==> src/rtl/sevenseg_pkg.sv <==
// Shared definitions for the 4-digit seven-segment scan controller.
// Holds the blank/off pin levels, active-low hex glyphs (bit 6 = a ... bit 0 = g)
// and the scan state enumeration.
package sevenseg_pkg;

  localparam logic [6:0] SEG_BLANK = 7'h7F;
  localparam logic [3:0] AN_OFF    = 4'hF;

  localparam logic [6:0] GLYPH_0 = 7'h01;
  localparam logic [6:0] GLYPH_1 = 7'h4F;
  localparam logic [6:0] GLYPH_2 = 7'h12;
  localparam logic [6:0] GLYPH_3 = 7'h06;
  localparam logic [6:0] GLYPH_4 = 7'h4C;
  localparam logic [6:0] GLYPH_5 = 7'h24;
  localparam logic [6:0] GLYPH_6 = 7'h20;
  localparam logic [6:0] GLYPH_7 = 7'h0F;
  localparam logic [6:0] GLYPH_8 = 7'h00;
  localparam logic [6:0] GLYPH_9 = 7'h04;
  localparam logic [6:0] GLYPH_A = 7'h08;
  localparam logic [6:0] GLYPH_B = 7'h60;
  localparam logic [6:0] GLYPH_C = 7'h31;
  localparam logic [6:0] GLYPH_D = 7'h42;
  localparam logic [6:0] GLYPH_E = 7'h30;
  localparam logic [6:0] GLYPH_F = 7'h38;

  typedef enum logic {
    GUARD = 1'b0,
    SHOW  = 1'b1
  } scan_state_t;

endpackage

==> src/rtl/hex_seg_decode.sv <==
// Combinational hex nibble to active-low seven-segment glyph.
// Ports:
//   nibble  in  4  hex digit to decode
//   seg     out 7  segments a..g (bit 6 = a), active low
module hex_seg_decode
  import sevenseg_pkg::*;
(
  input  logic [3:0] nibble,
  output logic [6:0] seg
);

  always_comb begin
    seg = SEG_BLANK;
    case (nibble)
      4'h0: seg = GLYPH_0;
      4'h1: seg = GLYPH_1;
      4'h2: seg = GLYPH_2;
      4'h3: seg = GLYPH_3;
      4'h4: seg = GLYPH_4;
      4'h5: seg = GLYPH_5;
      4'h6: seg = GLYPH_6;
      4'h7: seg = GLYPH_7;
      4'h8: seg = GLYPH_8;
      4'h9: seg = GLYPH_9;
      4'hA: seg = GLYPH_A;
      4'hB: seg = GLYPH_B;
      4'hC: seg = GLYPH_C;
      4'hD: seg = GLYPH_D;
      4'hE: seg = GLYPH_E;
      4'hF: seg = GLYPH_F;
      default: seg = SEG_BLANK;
    endcase
  end

endmodule

==> src/rtl/sevenseg_scan_ctrl.sv <==
// Time-multiplexed scan of a 16-bit hex value onto a 4-digit common-anode
// display, with a double-buffered value (swapped only at the frame boundary)
// and an all-anodes-off guard gap at the start of every digit slot.
// Ports:
//   clk         in  1   clock
//   rst         in  1   synchronous active-high reset
//   value_in    in  16  value to show, nibble k on digit k (digit 0 rightmost)
//   dp_in       in  4   decimal point enables, captured with value_in
//   load        in  1   capture strobe into the shadow register
//   seg         out 7   segments a..g, active low, registered
//   dp          out 1   decimal point, active low, registered
//   an          out 4   digit enables, active low, registered
//   frame_tick  out 1   one-cycle pulse at the end of digit 3's slot
//   pending     out 1   shadow holds a value not yet applied
//
// state | meaning
// GUARD | first GUARD_CYC cycles of a slot, all anodes off
// SHOW  | rest of the slot, digit idx driven (unless leading-zero blanked)
module sevenseg_scan_ctrl
  import sevenseg_pkg::*;
#(
  parameter int REFRESH_DIV = 100000,
  parameter int GUARD_CYC   = 16,
  parameter int BLANK_LZ    = 1
) (
  input  logic        clk,
  input  logic        rst,
  input  logic [15:0] value_in,
  input  logic [3:0]  dp_in,
  input  logic        load,
  output logic [6:0]  seg,
  output logic        dp,
  output logic [3:0]  an,
  output logic        frame_tick,
  output logic        pending
);

  localparam int CW = $clog2(REFRESH_DIV);
  localparam logic [CW-1:0] CNT_LAST  = CW'(REFRESH_DIV - 1);
  localparam logic [CW-1:0] GUARD_END = CW'(GUARD_CYC);

  scan_state_t state, state_next;
  logic [CW-1:0] cnt, cnt_next;
  logic [1:0]    idx, idx_next;
  logic          boundary;

  logic [15:0] shadow_val, active_val;
  logic [3:0]  shadow_dp, active_dp;

  logic [3:0]  nibble;
  logic [6:0]  glyph;
  logic [3:0]  lz_blank;
  logic        digit_blank;

  logic [6:0]  seg_d;
  logic        dp_d;
  logic [3:0]  an_d;

  // Scan state register
  always_ff @(posedge clk) begin
    if (rst) begin
      state <= GUARD;
      cnt   <= '0;
      idx   <= 2'd0;
    end else begin
      state <= state_next;
      cnt   <= cnt_next;
      idx   <= idx_next;
    end
  end

  // Next-state: the state is a pure function of the slot position
  always_comb begin
    cnt_next = cnt + 1'b1;
    idx_next = idx;
    boundary = 1'b0;
    if (cnt == CNT_LAST) begin
      cnt_next = '0;
      idx_next = idx + 2'd1;
      boundary = (idx == 2'd3);
    end
    state_next = (cnt_next < GUARD_END) ? GUARD : SHOW;
  end

  // Double buffer. A load on the boundary cycle goes straight to active so
  // it is not deferred a whole frame.
  always_ff @(posedge clk) begin
    if (rst) begin
      shadow_val <= '0;
      shadow_dp  <= '0;
      active_val <= '0;
      active_dp  <= '0;
      pending    <= 1'b0;
    end else begin
      if (load) begin
        shadow_val <= value_in;
        shadow_dp  <= dp_in;
      end
      if (boundary) begin
        if (load) begin
          active_val <= value_in;
          active_dp  <= dp_in;
        end else if (pending) begin
          active_val <= shadow_val;
          active_dp  <= shadow_dp;
        end
        pending <= 1'b0;
      end else if (load) begin
        pending <= 1'b1;
      end
    end
  end

  assign nibble = active_val[{idx, 2'b00} +: 4];

  hex_seg_decode u_dec (
    .nibble (nibble),
    .seg    (glyph)
  );

  // lz_blank[k]: every nibble from k up to 3 is zero; digit 0 always shown
  always_comb begin
    lz_blank[3] = (active_val[15:12] == 4'h0);
    lz_blank[2] = lz_blank[3] && (active_val[11:8] == 4'h0);
    lz_blank[1] = lz_blank[2] && (active_val[7:4] == 4'h0);
    lz_blank[0] = 1'b0;
    digit_blank = (BLANK_LZ != 0) && lz_blank[idx];
  end

  always_comb begin
    seg_d = SEG_BLANK;
    dp_d  = 1'b1;
    an_d  = AN_OFF;
    if (state == SHOW && !digit_blank) begin
      seg_d = glyph;
      dp_d  = ~active_dp[idx];
      an_d  = ~(4'b0001 << idx);
    end
  end

  always_ff @(posedge clk) begin
    if (rst) begin
      seg        <= SEG_BLANK;
      dp         <= 1'b1;
      an         <= AN_OFF;
      frame_tick <= 1'b0;
    end else begin
      seg        <= seg_d;
      dp         <= dp_d;
      an         <= an_d;
      frame_tick <= boundary;
    end
  end

endmodule

==> config.mk <==
export PLATFORM = sky130hd
export DESIGN_NAME = sevenseg_scan_ctrl
export DESIGN_NICKNAME = d
export VERILOG_FILES = /design/src/rtl/sevenseg_pkg.sv /design/src/rtl/hex_seg_decode.sv /design/src/rtl/sevenseg_scan_ctrl.sv
export SDC_FILE = /design/constraint.sdc
export NUM_CORES = 1
export LEC_CHECK = 0
export BUFFER_PORTS_ARGS = -buffer_cell sky130_fd_sc_hd__buf_2
export CORE_MARGIN = 3
export CORE_UTILIZATION = 45
export CTS_CLUSTER_SIZE = 14
export DETAILED_ROUTE_END_ITERATION = 8
export MAX_ROUTING_LAYER = met4
export PLACE_DENSITY = 0.66
export SETUP_SLACK_MARGIN = 0.2
export SLEW_MARGIN = 5
export SYNTH_ARGS = -nofsm -noshare
export SYNTH_HDL_FRONTEND = slang
export SYNTH_SLANG_ARGS = --single-unit
==> constraint.sdc <==
create_clock -name clk -period 2.07 [get_ports clk]
set_input_delay 0.207 -clock clk [delete_from_list [all_inputs] [get_ports clk]]
set_output_delay 0.207 -clock clk [all_outputs]
set_load 0.01 [all_outputs]
* Word-level counts from Yosys, hierarchy flattened
Memory sizes are Yosys's and may differ from the RTL's. A register that Yosys moved wholly into a read port is not among the register bits.
Cells that the tools add are included.
** Cells by class
- Add/subtract/negate cells :: 2
- $lt $le $gt $ge :: 2
- Equality and inequality tests :: 2
- Shift-type cells :: 2
- Multiplexer cells :: 11
- Bitwise logic cells :: 3
- Reductions and logical operators :: 11
** Operators by type and width (count)
- $mux 16 :: 2
- $add 17x1->17 const B :: 1
- $eq 17x17->1 const B :: 1
- $lt 17x5->1 const B :: 1
- $mux 17 :: 1
- $shiftx 16x5->4 :: 1
- $logic_not 4->1 :: 3
- $mux 4 :: 2
- $bmux 1 s2 :: 2
- $mux 1 :: 4
- $not 4->4 :: 1
- $reduce_or 2->1 :: 2
- $shl 1x2->4 const A :: 1
- $logic_and 1x1->1 :: 3
- $lt 2x3->1 const B :: 1
- $add 2x1->2 const B :: 1
- $eq 2x2->1 const B :: 1
- $not 1->1 :: 2
- $reduce_and 2->1 :: 1
- $reduce_bool 2->1 :: 1
- $logic_not 1->1 :: 1
** Word-level totals
- Flip-flop bits (word level) :: 67
- Bits in read-only memories :: 112
- Bits of input ports :: 23
- Output and inout port bits :: 14
- Logic and storage cells :: 45
- Memories kept :: 1
** Memory list
- (no name shown) :: words 16, bits a word 7, read ports 1, clocked after memory_dff 1, wr ports 0, line hex_seg_decode.sv:14 : case (nibble)

* Depth between registers and ports, before layout
- Word-level depth :: 9
- Gate-level depth with buffers :: 9
- Depth with buffers taken out :: 8

* Cells and area by module
From an unflattened synthesis, not the netlist that was laid out.
** Second synthesis, totals
- Cells, all modules :: 360
- Area total of the unflattened synthesis :: 3523.4 um^2
** By module, submodules not included
- sevenseg_scan_ctrl :: times used 1, cells each 328, area an instance 3249.4 um^2, sequential area each 1481.4 um^2
- hex_seg_decode :: times used 1, cells each 32, area an instance 274.0 um^2, sequential area each 0.0 um^2

* Worst setup path before layout
OpenSTA, ideal clock, no wires.
- Kind :: reg-to-reg
- Start point :: register idx[0]
- End point :: register seg[3]
- Setup time :: 0.061 ns
- Data arrival time :: 1.939 ns
- Data required time :: 2.009 ns
- Path slack :: 0.071 ns
- Cell stages (with the launch flop) :: 9
- Period minus slack after synthesis :: 1.999 ns
- Cell sequence :: dfxtp_1 > buf_2 > mux4_2 > inv_1 > ha_1 > nand2_1 > o21ai_0 > mux2_2 > nand2_1
** Between the ends
- Word-level cells in the longest chain between the ends :: 6
- Elaborated cells on any way between the ends :: 7
- Those cells by class :: 1 x shift; 2 x mux; 1 x bitwise; 3 x reduce/logical
** RTL lines
- start: declaration :: line sevenseg_scan_ctrl.sv:44 : logic [1:0] idx, idx_next;
- start signal: assignment :: line sevenseg_scan_ctrl.sv:68 : idx <= idx_next;
- $bmux 1 s2 :: line sevenseg_scan_ctrl.sv:127 : digit_blank = (BLANK_LZ != 0) && lz_blank[idx];
- $mux 1 (implied by the code) :: line sevenseg_scan_ctrl.sv:127
- $logic_not 1->1 :: line sevenseg_scan_ctrl.sv:134 : if (state == SHOW && !digit_blank) begin
- $logic_and 1x1->1 :: line sevenseg_scan_ctrl.sv:134
- $not 1->1 (no source line)
- $reduce_or 2->1 (no source line)
- end: declaration :: line sevenseg_scan_ctrl.sv:31 : output logic [6:0] seg,
Several ways; a longest one is shown, not always the timed one. The select of a mux whose other input is x is not followed.
A chain may end at the register's enable or synchronous reset.

* Worst setup path in the final report
Same ends and word-level chain as after synthesis.

==> reports/qor.yml <==
pwr:
  vdd_ir_drop_max_mv: 0.470
  powerDensity_mw_per_mm2: 639
  leakagePower_nw: 1.63
setup_path:
  critPathRequiredTime_ps: 2370
  cp_num_buf_inv: 1
  slowest_stage: "mux4_2"
  critPathTopFamily: "multiplexers"
  crit_path_max_incr_delay_ps: 640
  crit_chain: "mux4_2 > inv_4 > ha_4 > nand2_2 > o21ai_2 > mux2_4 > nand2_2"
  path_class: "reg2reg"
  crit_top_cell: "nand2_2"
  rrSetupSlack_ps: 200
  arrival_ps: 2170
  startpoint_type: "register"
  crit_path_end_kind: "register"
  crit_fanout: 7
sta:
  maxSlewHeadroom_pct: 53.6
  holdWs_ps: 129
  setup_ws_ps: 197
  hold_viol_final: 0
  final-setup-viol-count: 0
  fin_crit_sh_pct: 90.5
  period_needed_ps: 1870
  skew_ps: 8.26
  slew_viol_final: 0
  tightestPinTransition_ps: 693
  max_freq_mhz: 534
  rsz0062_at_grt: "yes"
  setup_tns_ps: 0
synthesis:
  yosys.area_share.adder_pct: 4.11
  ys_seq_elements: 74
  ys_seq_area_share_pct: 44.2
  synth_warnings: 0
  netlist_area_mm2: 0.00335
  synthMuxAreaShare_pct: 11.2
  syn_area_per_cell_um2: 9.86
  synth_xor_area_share_pct: 4.44
  synth-simple-area-share_pct: 20.0
  syn_inst: 340
  synth_compound_area_share_pct: 11.7
  synth_edf_count: 0
  synthDistinctLibCells: 48
  mappedNetlistNets: 374
  synth_top_family_by_area: "simple AND/OR/NAND/NOR gates"
  synth_top_flop_cell: "dfxtp_1"
  ys_async_sr_fraction_pct: 0
floorplanning:
  ios: 37
  initial_core_util_pct: 47.7
  die_y_um: 92.3
  coreArea_mm2: 0.00702
  rows: 30
  die-width_um: 92.3
  die_area_mm2: 0.00852
detailed_routing:
  drt-wirelength-per-cell_um: 15.3
  totalWireLength_um: 7590
  drtIter0Drc: 153
  vias: 2634
  viasPerCell: 5.31
  antenna_left: 0
  drc_errors: 0
  first_pass_iters: 4
grt:
  grt_pass1_vias: 2397
  grtUsageTotal_pct: 18.6
  grt_max_degree: 51
  antenna_found_initial: 0
  grt_pass1_wl_um: 12200
  grt-ovfl-total: 0
clock_tree:
  cts_root_buffer: "clkbuf_8"
  cts_buffer_depth: 2
  cts_tree: "done"
  h-tree-depth: 3
  cts_buffers: 9
  clkTransAtPathRegs_ps: 70
  clk_latency_ps: 350
  cts_num_sinks: 74
placement:
  place_ws_ps: -78.2
  gp_congestion: 0.949
  dp_cells: 464
  hpwlAfterDp_um: 4870
  dpl-instance-area_mm2: 0.00367
  io_buffers: 36
flow_run:
  cap_violations: 0
layout:
  fin_area_mm2: 0.00422
  final_common_cell: "nor2_1"
  syn_to_final_growth_pct: 25.9
  finalNonFillerCells: 496
  nets: 430
  final_cell_mix: "nor2_1 (71), dfxtp_1 (60), buf_2 (36), mux2i_1 (25), buf_4 (24)"
  antenna_cells: 0
  final_layout_size_suffix_gt1_share_pct: 35.3
run_status:
  run_status: "completed"
worst_hold_path:
  min_path_type: "in2reg"
-- final cells by class --
type | instances | area (um^2)
Clock buffer | 10 | 138
Clock inverter | 5 | 55.1
Fill cell | 603 | 2800
Inverter | 10 | 42.5
Multi-Input combinational cell | 233 | 1830
Sequential cell | 74 | 1520
Tap cell | 96 | 120
Timing Repair Buffer | 68 | 512
-- through the flow --
| stage | total power [W] | utilization [%] |
|---|---|---|
| finish | 0.00269 | 60.1 |
| global route | 0.00281 | 60.1 |
| global placement | 0.00162 | 52.3 |
| floorplan | 0.00158 | - |
| CTS | 0.00273 | 56.5 |
| detailed placement | 0.00163 | 52.3 |
-- cells in the mapped netlist, types with 7 or more instances --
master    count  area (um^2)
dfxtp_1      74         1480
nor2_1       71          267
mux2i_1      25          250
a211oi_2     16          200
nand2_1      15         56.3
ha_1         11          138
buf_2        10         50.1
inv_1        10         37.5
xnor2_1      10         87.6
nand4_1       8         50.1
xor2_1        7         61.3
-- worst min-delay path: stages --
cell     delay [ps]
buf_2            80
mux2i_1          70
nor2_1           80
-- registers in the layout (all words and copies together) (netlist names), 2 cells and up --
signal      count
active_dp       4
shadow_val     16
shadow_dp       4
active_val     16
seg             7
idx             2
cnt            17
an              4
-- final timing paths --
path | start | endpoint | cells past startpoint
setup / recovery | idx[0] | seg[3] | 7
hold / removal | value_in[3] | shadow_val[3] | 3
setup reg to reg | idx[0] | seg[3] | 7
hold reg to reg | cnt[0] | cnt[0] | 1
-- cell families after synthesis --
family,after synthesis
xor+xnor,17
buf+inv,33
simple gates,131
compound gates,43
mux,31
flops,74
fa+ha+maj,11
-- where the power goes --
part	internal, W	switching, W	total, W	leakage [nW]
logic	0.0000548	0.0000778	0.000133	0.930
registers	0.00144	0.0000136	0.00146	0.610
clock network	0.000578	0.000525	0.00110	0.0941
total	0.00208	0.000617	0.00269	1.63
-- routing by layer --
metal,vias to the layer above,GRT usage (%),wire length (um)
met1,1239,26.0,3590
met4,0,6.06,102
li1,1307,-,-
met3,13,4.47,435
met5,-,-,0
met2,75,26.6,3470
-- what timing repair did --
| item | in CTS | in global routing |
|---|---|---|
| resized for setup | 13 | 32 |
| gates cloned | 1 | 4 |
| hold buffers | 0 | 0 |
| endpoints found under the hold margin | 0 | 0 |
| setup buffers | 4 | 8 |
| setup endpoints to repair | 19 | 25 |
| pin swaps | 1 | 9 |
Note: power is estimated with default switching activity, not from simulation.
